`src/rtl/decode_stage_pipelined_if.sv`:
```
// -----------------------------------------------------------------------------
// decode_stage_pipelined_if
// Purpose : bundles the IF-side instruction handshake, the write-back port and
//           the ID/EX output register of the decode stage into one interface.
// Params  : DATA_W - datapath width, AW - register index width.
// Signals : if_valid/if_instr/if_pc/id_ready   - fetch -> decode handshake
//           wb_we/wb_addr/wb_data               - register-file write-back
//           ex_ready/ex_valid/ex_*              - decode -> execute handshake
// Modports: slave  - the decode stage itself
//           master - the environment (fetch, write-back and execute)
// -----------------------------------------------------------------------------
interface decode_stage_pipelined_if #(
  parameter int DATA_W = 32,
  parameter int AW     = 5
) ();
  logic              if_valid;
  logic [31:0]       if_instr;
  logic [DATA_W-1:0] if_pc;
  logic              id_ready;
  logic              wb_we;
  logic [AW-1:0]     wb_addr;
  logic [DATA_W-1:0] wb_data;
  logic              ex_ready;
  logic              ex_valid;
  logic [DATA_W-1:0] ex_pc;
  logic [5:0]        ex_opcode;
  logic [5:0]        ex_funct;
  logic [DATA_W-1:0] ex_rs_data;
  logic [DATA_W-1:0] ex_rt_data;
  logic [DATA_W-1:0] ex_imm;
  logic [AW-1:0]     ex_dest;
  logic              ex_mem_read;

  modport slave (
    input  if_valid, if_instr, if_pc, wb_we, wb_addr, wb_data, ex_ready,
    output id_ready, ex_valid, ex_pc, ex_opcode, ex_funct, ex_rs_data,
           ex_rt_data, ex_imm, ex_dest, ex_mem_read
  );

  modport master (
    output if_valid, if_instr, if_pc, wb_we, wb_addr, wb_data, ex_ready,
    input  id_ready, ex_valid, ex_pc, ex_opcode, ex_funct, ex_rs_data,
           ex_rt_data, ex_imm, ex_dest, ex_mem_read
  );
endinterface

```
`src/rtl/decode_stage_pipelined.sv`:
```
// -----------------------------------------------------------------------------
// decode_stage_pipelined
// Purpose : MIPS instruction-decode stage. Holds the register file, decodes
//           the instruction fields and immediate, detects load-use hazards
//           against the instruction sitting in ID/EX, and registers the decoded
//           instruction into ID/EX under a valid/ready handshake.
// Params  : DATA_W    - register / datapath width (>= 16)
//           NREGS     - architectural register count (power of 2, <= 32)
//           WB_BYPASS - 1: same-cycle write data is forwarded to reads
// Ports   : clk   - rising-edge clock
//           rst_n - asynchronous active-low reset
//           bus   - decode_stage_pipelined_if.slave (IF, WB and EX sides)
// -----------------------------------------------------------------------------
module decode_stage_pipelined #(
  parameter int DATA_W    = 32,
  parameter int NREGS     = 32,
  parameter int WB_BYPASS = 1
) (
  input logic                     clk,
  input logic                     rst_n,
  decode_stage_pipelined_if.slave bus
);

  localparam int AW = (NREGS > 1) ? $clog2(NREGS) : 1;

  localparam logic [5:0] OP_RTYPE = 6'h00;
  localparam logic [5:0] OP_J     = 6'h02;
  localparam logic [5:0] OP_JAL   = 6'h03;
  localparam logic [5:0] OP_BEQ   = 6'h04;
  localparam logic [5:0] OP_BNE   = 6'h05;
  localparam logic [5:0] OP_ADDI  = 6'h08;
  localparam logic [5:0] OP_SLTI  = 6'h0A;
  localparam logic [5:0] OP_ANDI  = 6'h0C;
  localparam logic [5:0] OP_ORI   = 6'h0D;
  localparam logic [5:0] OP_LUI   = 6'h0F;
  localparam logic [5:0] OP_LW    = 6'h23;
  localparam logic [5:0] OP_SW    = 6'h2B;

  logic [DATA_W-1:0] r_regs [NREGS];

  logic              r_ex_valid;
  logic [DATA_W-1:0] r_ex_pc;
  logic [5:0]        r_ex_opcode;
  logic [5:0]        r_ex_funct;
  logic [DATA_W-1:0] r_ex_rs_data;
  logic [DATA_W-1:0] r_ex_rt_data;
  logic [DATA_W-1:0] r_ex_imm;
  logic [AW-1:0]     r_ex_dest;
  logic              r_ex_mem_read;

  logic [5:0]        w_opcode;
  logic [AW-1:0]     w_rs;
  logic [AW-1:0]     w_rt;
  logic [AW-1:0]     w_rd;
  logic              w_reads_rs;
  logic              w_reads_rt;
  logic [AW-1:0]     w_dest;
  logic              w_mem_read;
  logic [DATA_W-1:0] w_imm;
  logic [DATA_W-1:0] w_rs_data;
  logic [DATA_W-1:0] w_rt_data;
  logic              w_hazard;
  logic              w_advance;
  logic              w_accept;
  logic              w_unused_instr;

  // Register 0 reads as zero; a same-cycle write can be forwarded to the read.
  function automatic logic [DATA_W-1:0] rf_read(
    input logic [AW-1:0]     idx,
    input logic [DATA_W-1:0] stored,
    input logic              we,
    input logic [AW-1:0]     waddr,
    input logic [DATA_W-1:0] wdata
  );
    logic [DATA_W-1:0] v;
    if (idx == {AW{1'b0}}) begin
      v = {DATA_W{1'b0}};
    end else if ((WB_BYPASS == 1) && we && (waddr == idx)) begin
      v = wdata;
    end else begin
      v = stored;
    end
    return v;
  endfunction

  assign w_opcode = bus.if_instr[31:26];
  // Indices are truncated to the register-file size.
  assign w_rs     = bus.if_instr[21 +: AW];
  assign w_rt     = bus.if_instr[16 +: AW];
  assign w_rd     = bus.if_instr[11 +: AW];
  // Shamt and high index bits are not used by this stage.
  assign w_unused_instr = ^bus.if_instr;

  // Operand usage, destination and load flag per opcode class.
  always_comb begin
    w_reads_rs = 1'b0;
    w_reads_rt = 1'b0;
    w_dest     = {AW{1'b0}};
    w_mem_read = 1'b0;
    case (w_opcode)
      OP_RTYPE: begin
        w_reads_rs = 1'b1;
        w_reads_rt = 1'b1;
        w_dest     = w_rd;
      end
      OP_ADDI, OP_SLTI, OP_ANDI, OP_ORI, OP_LUI: begin
        w_reads_rs = 1'b1;
        w_dest     = w_rt;
      end
      OP_LW: begin
        w_reads_rs = 1'b1;
        w_dest     = w_rt;
        w_mem_read = 1'b1;
      end
      OP_SW, OP_BEQ, OP_BNE: begin
        w_reads_rs = 1'b1;
        w_reads_rt = 1'b1;
      end
      OP_J: begin
      end
      OP_JAL: begin
        w_dest = AW'(5'd31);
      end
      default: begin
      end
    endcase
  end

  // Immediate extension: zero for logical ops, upper-half for lui, else sign.
  always_comb begin
    w_imm = {DATA_W{1'b0}};
    case (w_opcode)
      OP_ANDI, OP_ORI: w_imm = DATA_W'(bus.if_instr[15:0]);
      OP_LUI:          w_imm = DATA_W'({bus.if_instr[15:0], 16'h0000});
      default:         w_imm = DATA_W'($signed(bus.if_instr[15:0]));
    endcase
  end

  assign w_rs_data = rf_read(w_rs, r_regs[w_rs], bus.wb_we, bus.wb_addr, bus.wb_data);
  assign w_rt_data = rf_read(w_rt, r_regs[w_rt], bus.wb_we, bus.wb_addr, bus.wb_data);

  // A load in ID/EX whose result is needed now forces a single bubble.
  assign w_hazard  = r_ex_valid & r_ex_mem_read & (r_ex_dest != {AW{1'b0}}) &
                     bus.if_valid &
                     ((w_reads_rs & (w_rs == r_ex_dest)) |
                      (w_reads_rt & (w_rt == r_ex_dest)));
  assign w_advance = ~r_ex_valid | bus.ex_ready;
  assign w_accept  = bus.if_valid & ~w_hazard;

  assign bus.id_ready = w_advance & ~w_hazard;

  // Register file; entry 0 is never written so it stays zero.
  always_ff @(posedge clk or negedge rst_n) begin
    if (!rst_n) begin
      for (int i = 0; i < NREGS; i++) begin
        r_regs[i] <= {DATA_W{1'b0}};
      end
    end else if (bus.wb_we && (bus.wb_addr != {AW{1'b0}})) begin
      r_regs[bus.wb_addr] <= bus.wb_data;
    end
  end

  // ID/EX register: load on accept, bubble when advancing without one, hold
  // under back-pressure.
  always_ff @(posedge clk or negedge rst_n) begin
    if (!rst_n) begin
      r_ex_valid    <= 1'b0;
      r_ex_pc       <= {DATA_W{1'b0}};
      r_ex_opcode   <= 6'h00;
      r_ex_funct    <= 6'h00;
      r_ex_rs_data  <= {DATA_W{1'b0}};
      r_ex_rt_data  <= {DATA_W{1'b0}};
      r_ex_imm      <= {DATA_W{1'b0}};
      r_ex_dest     <= {AW{1'b0}};
      r_ex_mem_read <= 1'b0;
    end else if (w_advance) begin
      if (w_accept) begin
        r_ex_valid    <= 1'b1;
        r_ex_pc       <= bus.if_pc;
        r_ex_opcode   <= w_opcode;
        r_ex_funct    <= bus.if_instr[5:0];
        r_ex_rs_data  <= w_rs_data;
        r_ex_rt_data  <= w_rt_data;
        r_ex_imm      <= w_imm;
        r_ex_dest     <= w_dest;
        r_ex_mem_read <= w_mem_read;
      end else begin
        // The load flag must drop with valid so a bubble never looks like a load.
        r_ex_valid    <= 1'b0;
        r_ex_mem_read <= 1'b0;
      end
    end
  end

  assign bus.ex_valid    = r_ex_valid;
  assign bus.ex_pc       = r_ex_pc;
  assign bus.ex_opcode   = r_ex_opcode;
  assign bus.ex_funct    = r_ex_funct;
  assign bus.ex_rs_data  = r_ex_rs_data;
  assign bus.ex_rt_data  = r_ex_rt_data;
  assign bus.ex_imm      = r_ex_imm;
  assign bus.ex_dest     = r_ex_dest;
  assign bus.ex_mem_read = r_ex_mem_read;

endmodule

```
`src/flat_wrapper.sv`:
```
// flat-port wrapper written by rule: the top's interface ports become plain ports
module decode_stage_pipelined_flat 
#(
  parameter int DATA_W    = 32,
  parameter int NREGS     = 32,
  parameter int WB_BYPASS = 1
)
  (clk, rst_n, bus_if_valid, bus_if_instr, bus_if_pc, bus_wb_we, bus_wb_addr, bus_wb_data, bus_ex_ready, bus_id_ready, bus_ex_valid, bus_ex_pc, bus_ex_opcode, bus_ex_funct, bus_ex_rs_data, bus_ex_rt_data, bus_ex_imm, bus_ex_dest, bus_ex_mem_read);
  decode_stage_pipelined_if #(.DATA_W(DATA_W), .AW(5)) bus_i ();
  input logic clk;
  input logic rst_n;
  input wire logic [$bits(bus_i.if_valid)-1:0] bus_if_valid;
  input wire logic [$bits(bus_i.if_instr)-1:0] bus_if_instr;
  input wire logic [$bits(bus_i.if_pc)-1:0] bus_if_pc;
  input wire logic [$bits(bus_i.wb_we)-1:0] bus_wb_we;
  input wire logic [$bits(bus_i.wb_addr)-1:0] bus_wb_addr;
  input wire logic [$bits(bus_i.wb_data)-1:0] bus_wb_data;
  input wire logic [$bits(bus_i.ex_ready)-1:0] bus_ex_ready;
  output wire logic [$bits(bus_i.id_ready)-1:0] bus_id_ready;
  output wire logic [$bits(bus_i.ex_valid)-1:0] bus_ex_valid;
  output wire logic [$bits(bus_i.ex_pc)-1:0] bus_ex_pc;
  output wire logic [$bits(bus_i.ex_opcode)-1:0] bus_ex_opcode;
  output wire logic [$bits(bus_i.ex_funct)-1:0] bus_ex_funct;
  output wire logic [$bits(bus_i.ex_rs_data)-1:0] bus_ex_rs_data;
  output wire logic [$bits(bus_i.ex_rt_data)-1:0] bus_ex_rt_data;
  output wire logic [$bits(bus_i.ex_imm)-1:0] bus_ex_imm;
  output wire logic [$bits(bus_i.ex_dest)-1:0] bus_ex_dest;
  output wire logic [$bits(bus_i.ex_mem_read)-1:0] bus_ex_mem_read;
  assign bus_i.if_valid = bus_if_valid;
  assign bus_i.if_instr = bus_if_instr;
  assign bus_i.if_pc = bus_if_pc;
  assign bus_i.wb_we = bus_wb_we;
  assign bus_i.wb_addr = bus_wb_addr;
  assign bus_i.wb_data = bus_wb_data;
  assign bus_i.ex_ready = bus_ex_ready;
  assign bus_id_ready = bus_i.id_ready;
  assign bus_ex_valid = bus_i.ex_valid;
  assign bus_ex_pc = bus_i.ex_pc;
  assign bus_ex_opcode = bus_i.ex_opcode;
  assign bus_ex_funct = bus_i.ex_funct;
  assign bus_ex_rs_data = bus_i.ex_rs_data;
  assign bus_ex_rt_data = bus_i.ex_rt_data;
  assign bus_ex_imm = bus_i.ex_imm;
  assign bus_ex_dest = bus_i.ex_dest;
  assign bus_ex_mem_read = bus_i.ex_mem_read;
  decode_stage_pipelined #(.DATA_W(DATA_W), .NREGS(NREGS), .WB_BYPASS(WB_BYPASS)) u_core (.clk(clk), .rst_n(rst_n), .bus(bus_i));
endmodule
```
`config.mk`:
```
export PLATFORM = sky130hd
export DESIGN_NAME = decode_stage_pipelined_flat
export DESIGN_NICKNAME = d
export VERILOG_FILES = /design/src/rtl/decode_stage_pipelined_if.sv /design/src/rtl/decode_stage_pipelined.sv /design/src/flat_wrapper.sv
export SDC_FILE = /design/constraint.sdc
export NUM_CORES = 2
export LEC_CHECK = 0
export CORE_MARGIN = 10
export CORE_UTILIZATION = 55
export CTS_BUF_LIST = sky130_fd_sc_hd__clkbuf_2
export DETAILED_ROUTE_END_ITERATION = 16
export PLACE_DENSITY = 0.78
export SYNTH_ARGS = -nofsm -noshare
export SYNTH_HDL_FRONTEND = slang
export SYNTH_SLANG_ARGS = --single-unit
```
`constraint.sdc`:
```
create_clock -name clk -period 2.7 [get_ports clk]
set_clock_uncertainty 0.05 [all_clocks]
set_input_delay 0.405 -clock clk [delete_from_list [all_inputs] [get_ports clk]]
set_output_delay 0.405 -clock clk [all_outputs]
set_load 0.02 [all_outputs]
```
==> impl_metrics.env <==
export IMPL_die_h_um=348
export IMPL_crit_slowest_cell="or4_4"
export IMPL_grt_pass1_wl_um=290000
export IMPL_worst_slew_pin_slew_ps=1120
export IMPL_drt_iter0_drc=5168
export IMPL_cap_violations=0
export IMPL_clock_fmax_mhz=261
export IMPL_area_delta_synth_final_pct=20.0
export IMPL_worstPathRequired_ps=2250
export IMPL_p_switching_mw=14.7
export IMPL_worst_path_buf_inv=1
export IMPL_run_status="complete, but fails checks"
export IMPL_crit_fanout=2
export IMPL_dp_hpwl_um=122000
export IMPL_slew_headroom=0.252
export IMPL_synth_top_area_frac=0.496
export IMPL_routed_via_count=43400
export IMPL_synth_top_family_by_area="multiplexers"
export IMPL_synth_async_reset_ratio=1.00
export IMPL_grt_setup_unrepaired="yes"
export IMPL_total_power_mw=46.9
export IMPL_path_clk_slew_ps=110
export IMPL_coreArea_mm2=0.107
export IMPL_p_leak_nw=31.0
export IMPL_fin_nets=4751
export IMPL_tritoncts="yes"
export IMPL_insertion_delay_ps=1650
export IMPL_hold_viol=0
export IMPL_crit_path_end_kind="output port"
export IMPL_fin_area_mm2=0.0710
export IMPL_row_count=120
export IMPL_ctsLongestPathBuffers=4
export IMPL_fin_crit_ps=3830
export IMPL_ios=254
export IMPL_ant_nets=0
export IMPL_post_route_period_util=1.42
export IMPL_yosysTopAreaCell="dfrtp_1"
export IMPL_wl_per_cell_um=31.9
export IMPL_cp_top_family="simple AND/OR/NAND/NOR gates"
export IMPL_avgViaCountPerCell=6.95
export IMPL_cts_buffers_inserted=315
export IMPL_drive_above_1_share=0.541
export IMPL_initial_core_util=0.553
export IMPL_numPortBuffers=253
export IMPL_die_w_um=348
export IMPL_synthCells=3972
export IMPL_synth_mux_area_frac=0.389
export IMPL_p_int_mw=32.2
export IMPL_place_area_mm2=0.0662
export IMPL_crit_type="reg -> out"
export IMPL_p_comb_frac=0.245
export IMPL_finalWorstSetupSlack_ps=-1130
export IMPL_placed_cells=5507
export IMPL_cp_start_kind="register"
export IMPL_firstDrtPassIters=6
export IMPL_ys_seq_elements=1171
export IMPL_grt_pass1_vias=44800
export IMPL_synth_seq_area_share=0.496
export IMPL_synth_cell_types=53
export IMPL_ir_drop_uv=379
export IMPL_syn_avg_cell_area_um2=14.9
export IMPL_sw_frac_of_total=0.313
export IMPL_synth_flop_cell="dfrtp_1"
export IMPL_antenna_found_initial=7
export IMPL_clockPowerShare=0.257
export IMPL_synth_xor_area_frac=0.00296
export IMPL_die_area_mm2=0.121
export IMPL_synth_edff_count=0
export IMPL_track_usage=0.320
export IMPL_clock_sinks=1171
export IMPL_synth_area_mm2=0.0591
export IMPL_pwr_share_seq=0.498
export IMPL_synth_warnings=0
export IMPL_powerDensity_mw_per_mm2=661
export IMPL_hp_class="in -> reg"
export IMPL_slew_violations=0
export IMPL_htree_levels=5
export IMPL_cpPeakStageDelay_ps=580
export IMPL_overflow=0
export IMPL_setup_viol=43
export IMPL_synth_compound_area_frac=0.0631
export IMPL_synth_nets=4078
export IMPL_synth_area_top_cells="dfrtp_1, mux2_2, mux4_2, clkbuf_1, a22oi_1"
export IMPL_gp_congestion=0.902
export IMPL_root_buffer="clkbuf_2"
export IMPL_crit_chain="or4_4 > o21ai_2 > a31oi_2 > o21ai_4 > and2_4 > buf_6"
export IMPL_synthAdderAreaFrac=0
export IMPL_violations="setup timing"
export IMPL_critical_path_arrival_ps=3380
export IMPL_grt_max_degree=85
export IMPL_yosys_area_share_simple=0.0176
export IMPL_routed_wl_um=199000
export IMPL_drc=0
export IMPL_final_cells=6235
## layout by cell type, fill, tap and decap left out, types with 18 or more instances in the layout
master	Yosys	routed
clkinv_1	0	49
nand2_1	79	61
o21ai_0	122	120
a32o_1	64	64
a22oi_1	132	132
nand2_2	0	18
clkdlybuf4s50_1	0	98
dlygate4sd3_1	0	164
nor2_4	0	19
buf_4	11	238
clkbuf_2	0	436
buf_12	0	147
buf_6	2	111
o22ai_1	120	120
dfrtp_2	0	21
dfrtp_1	1171	1150
buf_2	82	33
mux2_2	1020	1020
nor2_1	91	72
mux4_2	509	509
a31oi_1	64	63
## worst paths after layout
kind	slack [ps]	cells past startpoint	start	to
hold reg to reg	350	0	u_core.r_regs[1010]$_DFFE_PN0P_	u_core.r_regs[1010]$_DFFE_PN0P_
min in group asynchronous	460	5	rst_n	u_core.r_regs[182]$_DFFE_PN0P_
setup reg to reg	-80	9	u_core.bus.ex_dest[2]$_DFFE_PN0P_	u_core.bus.ex_rt_data[4]$_DFFE_PN0P_
hold / removal	70	7	bus_wb_addr[0]	u_core.r_regs[990]$_DFFE_PN0P_
max in group asynchronous	1120	7	rst_n	u_core.r_regs[545]$_DFFE_PN0P_
setup / recovery	-1130	6	u_core.bus.ex_dest[2]$_DFFE_PN0P_	bus_id_ready
## state kept, by name (all words and copies together), names as in the netlist
register,count
u_core.bus.ex_dest,5
u_core.bus.ex_imm,32
u_core.bus.ex_mem_read,1
u_core.bus.ex_opcode,6
u_core.bus.ex_funct,6
u_core.bus.ex_valid,1
u_core.bus.ex_pc,32
u_core.r_regs,1024
u_core.bus.ex_rs_data,32
u_core.bus.ex_rt_data,32
## power by group through the flow
stage | Combinational, mW | Sequential (mW) | Clock (mW)
after floorplan | 7.12 | 23.0 | 0
after global placement | 10.6 | 23.2 | 0
after detailed placement | 10.9 | 23.5 | 0
after CTS | 11.1 | 23.2 | 12.1
after global routing | 12.1 | 23.7 | 13.2
final | 11.5 | 23.4 | 12.1
## logic make-up after synthesis
logic type | after synthesis
mux | 1535
flops | 1171
compound gates | 554
buf+inv | 458
simple gates | 234
xor+xnor | 20
## cells in the mapped netlist (11+ instances only)
| cell type | number |
|---|---|
| buf_2 | 82 |
| a32o_1 | 64 |
| o21ai_0 | 122 |
| dfrtp_1 | 1171 |
| buf_4 | 11 |
| a22oi_1 | 132 |
| a31oi_1 | 64 |
| a21oi_1 | 19 |
| xor2_1 | 11 |
| o22ai_1 | 120 |
| buf_1 | 50 |
| nand2_1 | 79 |
| o21ai_1 | 11 |
| mux2_2 | 1020 |
| clkbuf_1 | 307 |
| mux4_2 | 509 |
| nor2_1 | 91 |
## through the flow
stage | setup WS [ps] | TNS, ps | hold slack (ps) | util
global route | -1230 | -10060 | -4.10 | 0.664
detailed placement | -437 | -44090 | 332 | 0.619
CTS | -996 | -5140 | 1.80 | 0.659
finish | -1130 | -3400 | 65.8 | 0.664
floorplan | 308 | 0 | 59.4 | -
global placement | -442 | -38850 | 326 | 0.619
## worst reg2reg max path, cell delays in order, from the launching register on
cell	delay, ps
dfrtp_1	410
or4_4	580
o21ai_2	160
a31oi_2	110
buf_4	200
o22a_4	260
buf_12	170
a21oi_4	200
buf_4	250
a32o_1	180
## area by class of cell
cell class,count,area (um2)
Clock buffer,434,2170
Clock inverter,65,360
Tap cell,1403,1760
Inverter,6,22.5
Timing Repair Buffer,808,9010
Fill cell,7205,35900
Antenna cell,5,12.5
Multi-Input combinational cell,2343,28300
Sequential cell,1171,29300
## routing by layer
metal  vias to the layer above  wire length [um]  GRT usage
met3                       712             25100      0.105
met1                     22500             71700      0.413
met4                         8             11200      0.163
met5                         -                54          0
met2                      3163             90600      0.484
li1                      16900                 -          -
## repair_timing
action | 4_1_cts | 5_1_grt
setup endpoints to repair | 148 | 147
buffers inserted | 27 | 31
pin swaps | 5 | 5
cloned | 0 | 2
endpoints found under the hold margin | 2066 | 0
hold buffers | 167 | 0
gates resized for setup | 738 | 119
(Power assumes the default switching activity.)
